**src/rtl/bus_arbiter_rr_if.sv**
```systemverilog
// bus_arbiter_rr_if: request/grant bundle between the bus masters and bus_arbiter_rr.
// master->arbiter: req, free, req_words; arbiter->master: grant, grant_id, busy,
// word_number, timeout_err.
interface bus_arbiter_rr_if #(
   parameter int NUM_MASTERS = 4,
   parameter int WN_WIDTH    = 8
);
   localparam int IDW = $clog2(NUM_MASTERS);

   logic [NUM_MASTERS-1:0]          req;
   logic [NUM_MASTERS-1:0]          free;
   logic [NUM_MASTERS*WN_WIDTH-1:0] req_words;
   logic [NUM_MASTERS-1:0]          grant;
   logic [IDW-1:0]                  grant_id;
   logic                            busy;
   logic [WN_WIDTH-1:0]             word_number;
   logic                            timeout_err;

   modport master (
      output req, free, req_words,
      input  grant, grant_id, busy,
      input  word_number, timeout_err
   );

   modport slave (
      input  req, free, req_words,
      output grant, grant_id, busy,
      output word_number, timeout_err
   );
endinterface

```
**src/rtl/bus_arbiter_rr.sv**
```systemverilog
// bus_arbiter_rr: N-master bus arbiter, fixed priority or round-robin, grant held
// until the owner pulses free; latches the owner's word count at grant.
// Ports: clk, resetn (sync, active-low), bus (bus_arbiter_rr_if.slave).
// Optional macro BUS_ARB_TIMEOUT_EN adds a watchdog that force-releases the bus.
module bus_arbiter_rr #(
   parameter int NUM_MASTERS    = 4,
   parameter int WN_WIDTH       = 8,
   parameter int RR_MODE        = 1,
   parameter int TIMEOUT_CYCLES = 1024
) (
   input  logic            clk,
   input  logic            resetn,
   bus_arbiter_rr_if.slave bus
);
   localparam int IDW = $clog2(NUM_MASTERS);

   typedef enum logic {IDLE, BUSY} state_e;

   state_e                 state_q, state_d;
   logic [NUM_MASTERS-1:0] grant_q, grant_d;
   logic [IDW-1:0]         gid_q, gid_d;
   logic [IDW-1:0]         ptr_q, ptr_d;
   logic [WN_WIDTH-1:0]    wn_q, wn_d;
   logic                   tmo_q, tmo_d;
   logic [IDW-1:0]         win;
   logic                   found;
   logic                   wd_hit;

   logic [NUM_MASTERS-1:0][WN_WIDTH-1:0] words;
   assign words = bus.req_words;

   // Winner search; in RR mode the scan starts at ptr_q and wraps
   // explicitly so non-power-of-2 master counts work.
   always_comb begin : pick
      logic [IDW:0]   sum;
      logic [IDW-1:0] idx;
      found = 1'b0;
      win   = '0;
      sum   = '0;
      idx   = '0;
      for (int i = 0; i < NUM_MASTERS; i++) begin
         if (RR_MODE != 0) begin
            sum = {1'b0, ptr_q} + (IDW+1)'(i);
            if (sum >= (IDW+1)'(NUM_MASTERS))
               sum = sum - (IDW+1)'(NUM_MASTERS);
            idx = sum[IDW-1:0];
         end else begin
            idx = IDW'(i);
         end
         if (!found && bus.req[idx]) begin
            found = 1'b1;
            win   = idx;
         end
      end
   end

   always_comb begin : nxt
      state_d = state_q;
      grant_d = grant_q;
      gid_d   = gid_q;
      ptr_d   = ptr_q;
      wn_d    = wn_q;
      tmo_d   = 1'b0;
      unique case (state_q)
         IDLE: begin
            if (found) begin
               state_d = BUSY;
               grant_d = NUM_MASTERS'(1) << win;
               gid_d   = win;
               wn_d    = words[win];
               ptr_d   = (win == IDW'(NUM_MASTERS-1)) ?
                         '0 : win + IDW'(1);
            end
         end
         BUSY: begin
            // free wins over a watchdog expiry on the same cycle
            if (bus.free[gid_q]) begin
               state_d = IDLE;
               grant_d = '0;
            end else if (wd_hit) begin
               state_d = IDLE;
               grant_d = '0;
               tmo_d   = 1'b1;
            end
         end
         default: ;
      endcase
   end

   always_ff @(posedge clk) begin
      if (!resetn) begin
         state_q <= IDLE;
         grant_q <= '0;
         gid_q   <= '0;
         ptr_q   <= '0;
         wn_q    <= '0;
         tmo_q   <= 1'b0;
      end else begin
         state_q <= state_d;
         grant_q <= grant_d;
         gid_q   <= gid_d;
         ptr_q   <= ptr_d;
         wn_q    <= wn_d;
         tmo_q   <= tmo_d;
      end
   end

`ifdef BUS_ARB_TIMEOUT_EN
   localparam int WDW = $clog2(TIMEOUT_CYCLES + 1);

   logic [WDW-1:0] wd_q, wd_d;

   // Held at zero while idle, so it starts from 0 on every grant.
   always_comb begin
      wd_d = wd_q;
      if (state_q == IDLE) wd_d = '0;
      else                 wd_d = wd_q + WDW'(1);
   end

   always_ff @(posedge clk) begin
      if (!resetn) wd_q <= '0;
      else         wd_q <= wd_d;
   end

   assign wd_hit = (state_q == BUSY) &&
                   (wd_q == WDW'(TIMEOUT_CYCLES - 1));
`else
   // Timeout length only matters when the watchdog is built in.
   localparam int unused_timeout = TIMEOUT_CYCLES;
   assign wd_hit = 1'b0;
`endif

   assign bus.grant       = grant_q;
   assign bus.grant_id    = gid_q;
   assign bus.busy        = (state_q == BUSY);
   assign bus.word_number = wn_q;
   assign bus.timeout_err = tmo_q;
endmodule

```
**src/flat_wrapper.sv**
```systemverilog
// flat-port wrapper written by rule: the top's interface ports become plain ports
module bus_arbiter_rr_flat 
#(
   parameter int NUM_MASTERS    = 4,
   parameter int WN_WIDTH       = 8,
   parameter int RR_MODE        = 1,
   parameter int TIMEOUT_CYCLES = 1024
)
  (clk, resetn, bus_req, bus_free, bus_req_words, bus_grant, bus_grant_id, bus_busy, bus_word_number, bus_timeout_err);
  bus_arbiter_rr_if #(.NUM_MASTERS(NUM_MASTERS), .WN_WIDTH(WN_WIDTH)) bus_i ();
  input  logic clk;
  input  logic resetn;
  input wire logic [$bits(bus_i.req)-1:0] bus_req;
  input wire logic [$bits(bus_i.free)-1:0] bus_free;
  input wire logic [$bits(bus_i.req_words)-1:0] bus_req_words;
  output wire logic [$bits(bus_i.grant)-1:0] bus_grant;
  output wire logic [$bits(bus_i.grant_id)-1:0] bus_grant_id;
  output wire logic [$bits(bus_i.busy)-1:0] bus_busy;
  output wire logic [$bits(bus_i.word_number)-1:0] bus_word_number;
  output wire logic [$bits(bus_i.timeout_err)-1:0] bus_timeout_err;
  assign bus_i.req = bus_req;
  assign bus_i.free = bus_free;
  assign bus_i.req_words = bus_req_words;
  assign bus_grant = bus_i.grant;
  assign bus_grant_id = bus_i.grant_id;
  assign bus_busy = bus_i.busy;
  assign bus_word_number = bus_i.word_number;
  assign bus_timeout_err = bus_i.timeout_err;
  bus_arbiter_rr #(.NUM_MASTERS(NUM_MASTERS), .WN_WIDTH(WN_WIDTH), .RR_MODE(RR_MODE), .TIMEOUT_CYCLES(TIMEOUT_CYCLES)) u_core (.clk(clk), .resetn(resetn), .bus(bus_i));
endmodule
```
**config.mk**
```make
export PLATFORM = sky130hd
export DESIGN_NAME = bus_arbiter_rr_flat
export DESIGN_NICKNAME = d
export VERILOG_FILES = /design/src/rtl/bus_arbiter_rr_if.sv /design/src/rtl/bus_arbiter_rr.sv /design/src/flat_wrapper.sv
export SDC_FILE = /design/constraint.sdc
export NUM_CORES = 1
export LEC_CHECK = 0
export ABC_AREA = 1
export CORE_ASPECT_RATIO = 0.7
export CORE_MARGIN = 8
export CORE_UTILIZATION = 47
export DETAILED_ROUTE_END_ITERATION = 6
export PLACE_DENSITY_LB_ADDON = 0.1
export SLEW_MARGIN = 20
export SYNTH_ARGS = -nofsm -noshare
export SYNTH_HDL_FRONTEND = slang
export SYNTH_SLANG_ARGS = --single-unit
```
**constraint.sdc**
```tcl
create_clock -name clk -period 3.6 [get_ports clk]
set_input_delay 0.72 -clock clk [delete_from_list [all_inputs] [get_ports clk]]
set_output_delay 0.72 -clock clk [all_outputs]
set_load 0.05 [all_outputs]
```
==> results of run 1 <==
worst reg2reg max path, stage by stage, from the launching register on:
cell and delay, ps:
dfxtp_1 660, inv_2 200, nand2_1 130, nand3_1 80
nand2_1 150, inv_1 130, nand4_1 110, nand3_1 310
ha_1 410, o21ai_0 160, a21oi_1 50
power groups by stage:
stage	logic [mW]	registers [mW]	clock network (mW)
floorplan	1.14	0.515	0
global placement	1.56	0.328	0
detailed placement	1.56	0.327	0
CTS	1.57	0.324	0.147
global route	1.74	0.336	0.158
finish	1.56	0.324	0.144
cell type report:
cell class,instances,area [sq um]
sequential,17,340
fill,309,1030
inverter,28,105
multi-input combinational,172,953
clock buffer,3,41.3
timing repair buffer,56,561
tap,38,47.5
clock inverter,1,5.00
layer usage:
layer  vias to the layer above  share of wire, %  global-route usage (%)  routed length [um]
li1                        824                 -                       -                   -
met1                       665                48                    18.9                1820
met2                        48                43                    22.8                1650
met3                         4               8.0                    5.99                 304
met4                         0              0.94                    4.15                  36
met5                         -                 0                       0                   0
synth_stat cells:
library cell | number | area (sq um)
a211oi_1 | 1 | 7.51
a21oi_1 | 8 | 40.0
a21oi_2 | 1 | 8.76
buf_1 | 1 | 3.75
buf_12 | 1 | 20.0
buf_2 | 1 | 5.00
buf_4 | 2 | 15.0
buf_6 | 3 | 33.8
conb_1 | 1 | 3.75
dfxtp_1 | 17 | 340
ha_1 | 1 | 12.5
inv_1 | 25 | 93.8
inv_2 | 3 | 11.3
nand2_1 | 60 | 225
nand2_2 | 7 | 43.8
nand2_4 | 5 | 56.3
nand2_8 | 1 | 20.0
nand3_1 | 34 | 170
nand3_2 | 8 | 80.1
nand3_4 | 2 | 35.0
nand3b_1 | 1 | 7.51
nand4_1 | 2 | 12.5
nor2_1 | 21 | 78.8
nor2_4 | 3 | 33.8
nor2_8 | 2 | 40.0
o21ai_0 | 12 | 60.1
o21ai_2 | 1 | 8.76
o32ai_1 | 1 | 8.76
metrics by stage:
step,std cells,total power [mW],instance area (sq um)
finish,315,2.03,2050
global route,315,2.23,2050
CTS,315,2.04,2050
detailed placement,311,1.89,2010
global placement,311,1.88,2010
floorplan,225,1.65,1480
registers in the layout, summed over array words and instances (netlist names):
register and count:
u_core.bus.word_number 8, u_core.bus.grant 4, u_core.bus.grant_id 2, u_core.ptr_q 2
u_core.bus.busy 1
final timing paths:
kind                    endpoint  slack, ps
max              u_core.ptr_q[1]       1000
min          u_core.bus.grant[2]        460
max reg2reg      u_core.ptr_q[1]       1090
min reg2reg  u_core.bus.grant[2]        460
logic make-up after synthesis:
kind of cell    Yosys count
buf+inv                  36
compound gates           24
simple gates            146
flops                    17
other cells               1
fa+ha+maj                 1
==> results.yml, run 1 <==
run_status:
  run_status: "completed"
sta:
  min_period_ps: 2600
  tns_ps: 0
  worst_pin_slew_ps: 534
  setup_viol: 0
  setup_slack_ps: 1000
  drv_slew: 0
  relSlewSlack_pct: 64.3
  fin_skew_ps: 5.14
  rsz0062_at_grt: "false"
  achievable-frequency_mhz: 385
  finalHoldViolCount: 0
  post-route-period-util_pct: 72.1
  hold_ws_ps: 459
drt:
  vias: 1541
  first_pass_iters: 4
  drt-total-wl_mm: 3.82
  wl_per_cell_um: 12.1
  drc: 0
  vias_per_cell: 4.89
  first_iter_violations: 88
  ant_nets: 0
cts:
  numCtsBuffers: 3
  htree_levels: 1
  cts_tree: "yes"
  clock_path_buffers: 2
  post-cts-setup-buffer-count: 0
  cts_repair_resize_count: 0
  clk-insertion-delay-late_ps: 260
  clock_sinks: 17
  clk_pin_slew_ps: 70
  cts-root-buf: "clkbuf_8"
  hold_buffers: 0
grt:
  grt_overflow: 0
  grt_pass1_vias: 1483
  grt_max_degree: 22
  grt_usage_pct: 15.0
  grt_pass1_wl_mm: 6.79
  grt_antenna_before_repair: 0
critical_path:
  critPathBufInv: 3
  crit_arrival_ps: 2740
  critPathTopFamily: "simple AND/OR/NAND/NOR gates"
  r2r_cells: 10
  crit_path_end_kind: "flip-flop"
  crit-reg2reg-launch: "u_core.ptr_q[0]"
  startpoint_type: "input port"
  crit_required_ps: 3750
  cp_slowest_stage_delay_ps: 470
  crit_cells: 11
  worst_path_max_delay_cell: "clkdlybuf4s50_1"
  path_cells: "clkdlybuf4s50_1 -> inv_1 -> nand2_1 -> nand3_1 -> nand2_1 -> inv_1 -> nand4_1 -> nand3_1 -> ha_1 -> o21ai_0 -> a21oi_1"
  worstSetupStartpoint: "bus_req[1]"
  critPathKind: "in -> reg"
  critPathMaxFanout: 11
logic_synthesis:
  synthesis.nets: 268
  netlist_instances: 225
  mappedNetlistArea_sq_um: 1480
  synth_cell_types: 28
  synth_compound_area_share_pct: 9.07
  synth_top_family_by_area: "simple AND/OR/NAND/NOR gates"
  synthSimpleGateAreaFrac_pct: 54.4
  yosys_warnings: 0
  seq_area_frac_synth_pct: 23.1
  synthAdderAreaFrac_pct: 0.847
  synth-seq-cells: 17
  synth_xor_area_share_pct: 0
  synth.area.mux_share_pct: 0
  synth_area_per_cell_sq_um: 6.56
finish:
  drive_gt1_share_pct: 13.4
  layout.nets: 321
  layout_commonest_cell: "nand2_1"
  layout_common_cells: "nand2_1, clkdlybuf4s50_1, nand3_1, inv_1, nor2_1"
  area_growth_pct: 39.1
  antennaDiodeCount: 0
  final_util_pct: 66.6
die:
  die_h_um: 62.9
  start_util_pct: 47.9
  io_pins: 58
  std_cell_rows: 17
  core_sq_um: 3080
  die_w_um: 83.0
  die-area_sq_um: 5220
power_and_ir_drop:
  p_sw_mw: 1.17
  intPower_uw: 862
  p_comb_share_pct: 76.9
  ir_drop_uv: 548
  power_density_nw_per_um2: 989
  swShare_pct: 57.5
  power.share.sequential_pct: 16.0
  clkPwrFrac_pct: 7.1
  p_leak_nw: 0.959
placement:
  gp_congestion: 0.858
  place.port_buffers: 56
  dp_slack_ps: 736
  hpwl_mm: 3.06
min_path:
  holdPathStages: 2
  hp-start: "u_core.bus.grant[2]"
  hold_class: "reg -> reg"
flow_run:
  drv_cap: 0
(Power assumes the default switching activity.)
==> inputs of run 2 (changes only) <==
--- a/config.mk
+++ b/config.mk
@@ -8,7 +8,7 @@
 export ABC_AREA = 1
 export CORE_ASPECT_RATIO = 0.7
 export CORE_MARGIN = 8
-export CORE_UTILIZATION = 47
+export CORE_UTILIZATION = 40
 export DETAILED_ROUTE_END_ITERATION = 6
 export PLACE_DENSITY_LB_ADDON = 0.1
 export SLEW_MARGIN = 20
==> constraint.sdc (replaced) <==
create_clock -name clk -period 2.3 [get_ports clk]
set_input_delay 0.46 -clock clk [delete_from_list [all_inputs] [get_ports clk]]
set_output_delay 0.46 -clock clk [all_outputs]
set_load 0.05 [all_outputs]
==> run 2 against run 1 <==
Compared with the run above:
- register-to-register slack got worse by 750 ps
- die area rose by 13%
- hold slack improved by 4.0 ps
- clock power rose by 58%
- sequential cell count did not move
- critical path depth rose by 3
- combinational power rose by 74%
- first-iteration DRC count fell by 1.1%
- critical path type unchanged
- largest cell class unchanged
- largest power group unchanged
- highest routed layer unchanged
==> results.yml, run 2 (synthesis gave the netlist of run 1 again) <==
critical_path:
  crit-reg2reg-launch: "u_core.ptr_q[0]"
  crit_arrival_ps: 2240
  worst_path_max_delay_cell: "clkdlybuf4s50_1"
  cp_slowest_stage_delay_ps: 480
  startpoint_type: "input port"
  crit_path_end_kind: "flip-flop"
  critPathMaxFanout: 18
  path_cells: "clkdlybuf4s50_1 -> inv_1 -> nand2_1 -> nand3_1 -> nand2_4 -> nor2_1 -> buf_4 -> nor2_4 -> nand2_4 -> nand2_8 -> buf_4 -> nor2_4 -> a21oi_1 -> nor2_1"
  critPathKind: "in -> reg"
  critPathBufInv: 4
  r2r_cells: 11
  worstReg2RegEnd: "u_core.ptr_q[1]"
  crit_required_ps: 2440
  critPathTopFamily: "simple AND/OR/NAND/NOR gates"
  r2r_setup_slack_ps: 340
  crit_cells: 14
die:
  die-area_sq_um: 5920
  start_util_pct: 41.8
  io_pins: 58
  core_sq_um: 3540
  die_h_um: 66.8
  die_w_um: 88.6
  std_cell_rows: 18
placement:
  gp_congestion: 0.854
  hpwl_mm: 3.27
  dp.cells: 334
  place.port_buffers: 56
finish:
  area_growth_pct: 45.7
  final_util_pct: 60.8
  drive_gt1_share_pct: 16.7
  largest_register_ffs: 8
  layout_commonest_cell: "nand2_1"
  antennaDiodeCount: 0
  layout.nets: 332
  fin_cells: 338
  layout_common_cells: "nand2_1, clkdlybuf4s50_1, nand3_1, inv_1, nor2_1"
min_path:
  hp-start: "u_core.bus.grant[1]"
  hold_class: "reg -> reg"
  holdPathStages: 2
  hold_end: "u_core.bus.grant[1]"
flow_run:
  drv_cap: 0
grt:
  grt_usage_pct: 14.0
  grt_antenna_before_repair: 0
  grt_max_degree: 22
  grt_pass1_wl_mm: 6.75
  grt_pass1_vias: 1513
  grt_overflow: 0
drt:
  wl_per_cell_um: 12.1
  drc: 0
  vias: 1564
  drt-total-wl_mm: 4.08
  ant_nets: 0
  first_pass_iters: 4
  vias_per_cell: 4.63
  first_iter_violations: 87
cts:
  clock_sinks: 17
  cts-root-buf: "clkbuf_8"
  hold_buffers: 0
  post-cts-setup-buffer-count: 0
  cts_repair_resize_count: 0
  clock_path_buffers: 2
  numCtsBuffers: 3
  htree_levels: 1
  clk_pin_slew_ps: 70
  clk-insertion-delay-late_ps: 250
  cts_tree: "yes"
sta:
  setup_viol: 0
  tns_ps: 0
  fin_skew_ps: 0.924
  drv_slew: 0
  min_period_ps: 2100
  relSlewSlack_pct: 65.7
  finalHoldViolCount: 0
  achievable-frequency_mhz: 477
  worst_pin_slew_ps: 514
  rsz0062_at_grt: "false"
  post-route-period-util_pct: 91.2
power_and_ir_drop:
  power.share.sequential_pct: 14.1
  p_sw_mw: 1.89
  intPower_mw: 1.53
  p_leak_nw: 1.01
  power_density_nw_per_um2: 1590
  p_comb_share_pct: 79.2
  ir_drop_uv: 883
  clkPwrFrac_pct: 6.6
  swShare_pct: 55.3
  total_power_mw: 3.42
run_status:
  run_status: "completed"
[run 2: how the worst max path moves through the flow]
stage	start	end
3_5_place_dp	bus_req[1]	u_core.bus.grant_id[0]
4_1_cts	bus_req[1]	u_core.bus.grant_id[0]
2_1_floorplan	bus_req[1]	u_core.ptr_q[1]
6_report	bus_req[1]	u_core.bus.grant_id[0]
5_1_grt	bus_req[1]	u_core.bus.word_number[7]
3_3_place_gp	bus_req[1]	u_core.bus.grant_id[0]
[run 2: layer usage]
metal / share of wire, % / vias up / global-route usage [%] / wire (um)
li1: - / 849 / - / -
met1: 52 / 674 / 19.2 / 2110
met2: 41 / 39 / 21.6 / 1690
met3: 6.4 / 2 / 3.69 / 263
met4: 0.37 / 0 / 2.52 / 15
met5: 0 / - / 0 / 0
[run 2: area by class of cell]
type,instances,area [sq um]
fill,351,1390
clock inverter,1,5.00
sequential,17,340
inverter,28,105
timing repair buffer,67,643
multi-input combinational,172,953
clock buffer,3,41.3
tap,50,62.6
[run 2: power groups by stage]
stage                     registers (mW)  clock network [mW]  logic [mW]
after floorplan                    0.806                   0        1.78
after global placement             0.483                   0        2.70
after detailed placement           0.488                   0        2.71
after CTS                          0.482               0.234        2.72
after global routing               0.498               0.249        2.98
final                              0.482               0.227        2.71
[run 2: worst min-delay path, delay by kind of cell, from the launching register on]
| family | cells | cell delay, ps |
|---|---|---|
| DFF | 1 | 310 |
| and+or+nand+nor | 1 | 60 |
| AOI/OAI and AO/OA | 1 | 50 |
[run 2: through the flow]
step / hold WS (ps) / cell area, sq um / setup WS (ps)
after floorplan: 538 / 1480 / 400
after global placement: 452 / 2100 / -15.1
after detailed placement: 453 / 2100 / -70.9
after CTS: 464 / 2150 / 196
after global routing: 491 / 2150 / 33.6
final: 463 / 2150 / 203
==> inputs of run 3 (changes only) <==
--- a/config.mk
+++ b/config.mk
@@ -7,9 +7,9 @@
 export LEC_CHECK = 0
 export ABC_AREA = 1
 export CORE_ASPECT_RATIO = 0.7
-export CORE_MARGIN = 8
 export CORE_UTILIZATION = 40
 export DETAILED_ROUTE_END_ITERATION = 6
+export MAX_ROUTING_LAYER = met4
 export PLACE_DENSITY_LB_ADDON = 0.1
 export SLEW_MARGIN = 20
 export SYNTH_ARGS = -nofsm -noshare
==> run 3 against run 2 <==
Compared with the run above:
- core utilization up 0.35 points
- largest power group unchanged
- maximum frequency up 3.6%
- critical path type unchanged
- die area down 33%
- sequential share of layout area down 0.092 points
- worst setup slack better by 72 ps
- highest routed layer unchanged
- largest cell class unchanged
- combinational power about the same
- count of clock-buffer cells in the layout unchanged
- power up 0.76%
- cell count down 0.30%
- via count down 0.51%
==> results.yml, run 3 (synthesis gave the netlist of run 1 again) <==
cts:
  cts_tree: "yes"
  clk-insertion-delay-late_ps: 250
  clock_path_buffers: 2
  clock_sinks: 17
  htree_levels: 1
  post-cts-setup-buffer-count: 0
  cts-root-buf: "clkbuf_8"
  clk_pin_slew_ps: 70
  numCtsBuffers: 3
drt:
  first_iter_violations: 76
  drc: 0
  wl_per_cell_um: 10.7
  vias_per_cell: 4.62
  ant_nets: 0
  first_pass_iters: 4
  drt-total-wl_mm: 3.61
  vias: 1556
die:
  die_w_um: 74.6
  core_sq_um: 3540
  die-area_sq_um: 3940
  io_pins: 58
  die_h_um: 52.8
  std_cell_rows: 18
  start_util_pct: 41.8
sta:
  achievable-frequency_mhz: 494
  worst_pin_slew_ps: 506
  finalHoldViolCount: 0
  setup_viol: 0
  rsz0062_at_grt: "false"
  min_period_ps: 2030
  relSlewSlack_pct: 66.2
  fin_skew_ps: 3.18
  tns_ps: 0
  drv_slew: 0
  post-route-period-util_pct: 88.0
finish:
  layout.nets: 331
  multi_input_area_sq_um: 961
  layout_common_cells: "nand2_1, clkdlybuf4s50_1, nand3_1, inv_1, nor2_1"
  layout_commonest_cell: "nand2_1"
  fin_area_sq_um: 2160
  antennaDiodeCount: 0
  area_growth_pct: 46.5
  drive_gt1_share_pct: 17.1
  largest_register_ffs: 8
  n_fill_cell: 341
  regArea_sq_um: 340
critical_path:
  critPathMaxFanout: 4
  crit_arrival_ps: 2170
  critPathKind: "in -> reg"
  path_cells: "clkdlybuf4s50_1 -> inv_1 -> nand2_1 -> nand3_1 -> nand2_1 -> inv_1 -> nand4_1 -> nand3_4 -> ha_1 -> o21ai_0 -> a21oi_1"
  critPathTopFamily: "buffers and inverters"
  startpoint_type: "input port"
  critPathBufInv: 3
  cp_slowest_stage_delay_ps: 470
  crit_required_ps: 2440
  worst_path_max_delay_cell: "clkdlybuf4s50_1"
  crit_path_end_kind: "flip-flop"
grt:
  grt_max_degree: 22
  grt_pass1_wl_mm: 5.98
  grt_antenna_before_repair: 0
  grt_usage_pct: 20.6
  grt_overflow: 0
  grt_pass1_vias: 1308
run_status:
  run_status: "completed"
placement:
  placed_cell_area_sq_um: 2110
  gp_congestion: 0.838
  place.port_buffers: 56
  hpwl_mm: 2.82
power_and_ir_drop:
  ir_drop_uv: 797
  p_leak_nw: 1.02
  power_density_nw_per_um2: 1590
flow_run:
  drv_cap: 0
min_path:
  hold_class: "reg -> reg"
==> run 3: layout make-up <==
cell class / count / share of cell area (%)
clock buffer: 3 / 1.91
clock inverter: 1 / 0.231
inverter: 28 / 4.86
multi-input combinational: 172 / 44.4
sequential: 17 / 15.7
timing repair buffer: 66 / 30.0
tap: 50 / 2.89
==> run 3: final timing paths <==
kind                        from                        end  slack, ps  cells after the start
max                   bus_req[0]            u_core.ptr_q[1]        270                     11
min          u_core.bus.grant[1]        u_core.bus.grant[1]        460                      2
max reg2reg      u_core.ptr_q[1]  u_core.bus.word_number[1]        400                     10
min reg2reg  u_core.bus.grant[1]        u_core.bus.grant[1]        460                      2
==> run 3: worst register-to-register path, cell delays in order (launching register included) <==
cell and delay [ps]:
dfxtp_1 440, inv_2 110, nand2_1 120, nand2_4 100
o21ai_2 260, nand3b_1 170, nand2_2 60, inv_2 270
nand2_1 100, nor2_1 120, nor2_1 40
==> run 3: timing repair <==
action / CTS / global route
setup endpoints to repair: 0 / 2
gates resized for setup: 0 / 2
hold buffers: 0 / 0
==> run 3: per-layer routing <==
| metal | part of all wire [%] | global-route usage [%] | vias to the layer above |
|---|---|---|---|
| met5 | 0 | - | - |
| met4 | 0.53 | 4.09 | 0 |
| met3 | 5.6 | 3.85 | 4 |
| met2 | 42 | 29.0 | 50 |
| met1 | 52 | 30.1 | 660 |
| li1 | - | - | 842 |
==> run 3: report_power, final <==
| part | leakage, nW | internal [mW] | switching, mW |
|---|---|---|---|
| sequential | 0.141 | 0.410 | 0.0673 |
| clock | 0.0255 | 0.120 | 0.109 |
| combinational | 0.849 | 1.02 | 1.71 |
==> run 3: metrics by stage <==
step | hold WS (ps) | instances | power, mW | util, % | setup WS, ps
2_1_floorplan | 538 | 225 | 2.59 | - | 400
3_3_place_gp | 455 | 333 | 3.20 | 59.7 | -25.8
3_5_place_dp | 453 | 333 | 3.22 | 59.7 | -48.3
4_1_cts | 465 | 337 | 3.47 | 61.0 | 221
5_1_grt | 482 | 337 | 3.79 | 61.2 | 30.4
6_report | 461 | 337 | 3.44 | 61.2 | 275
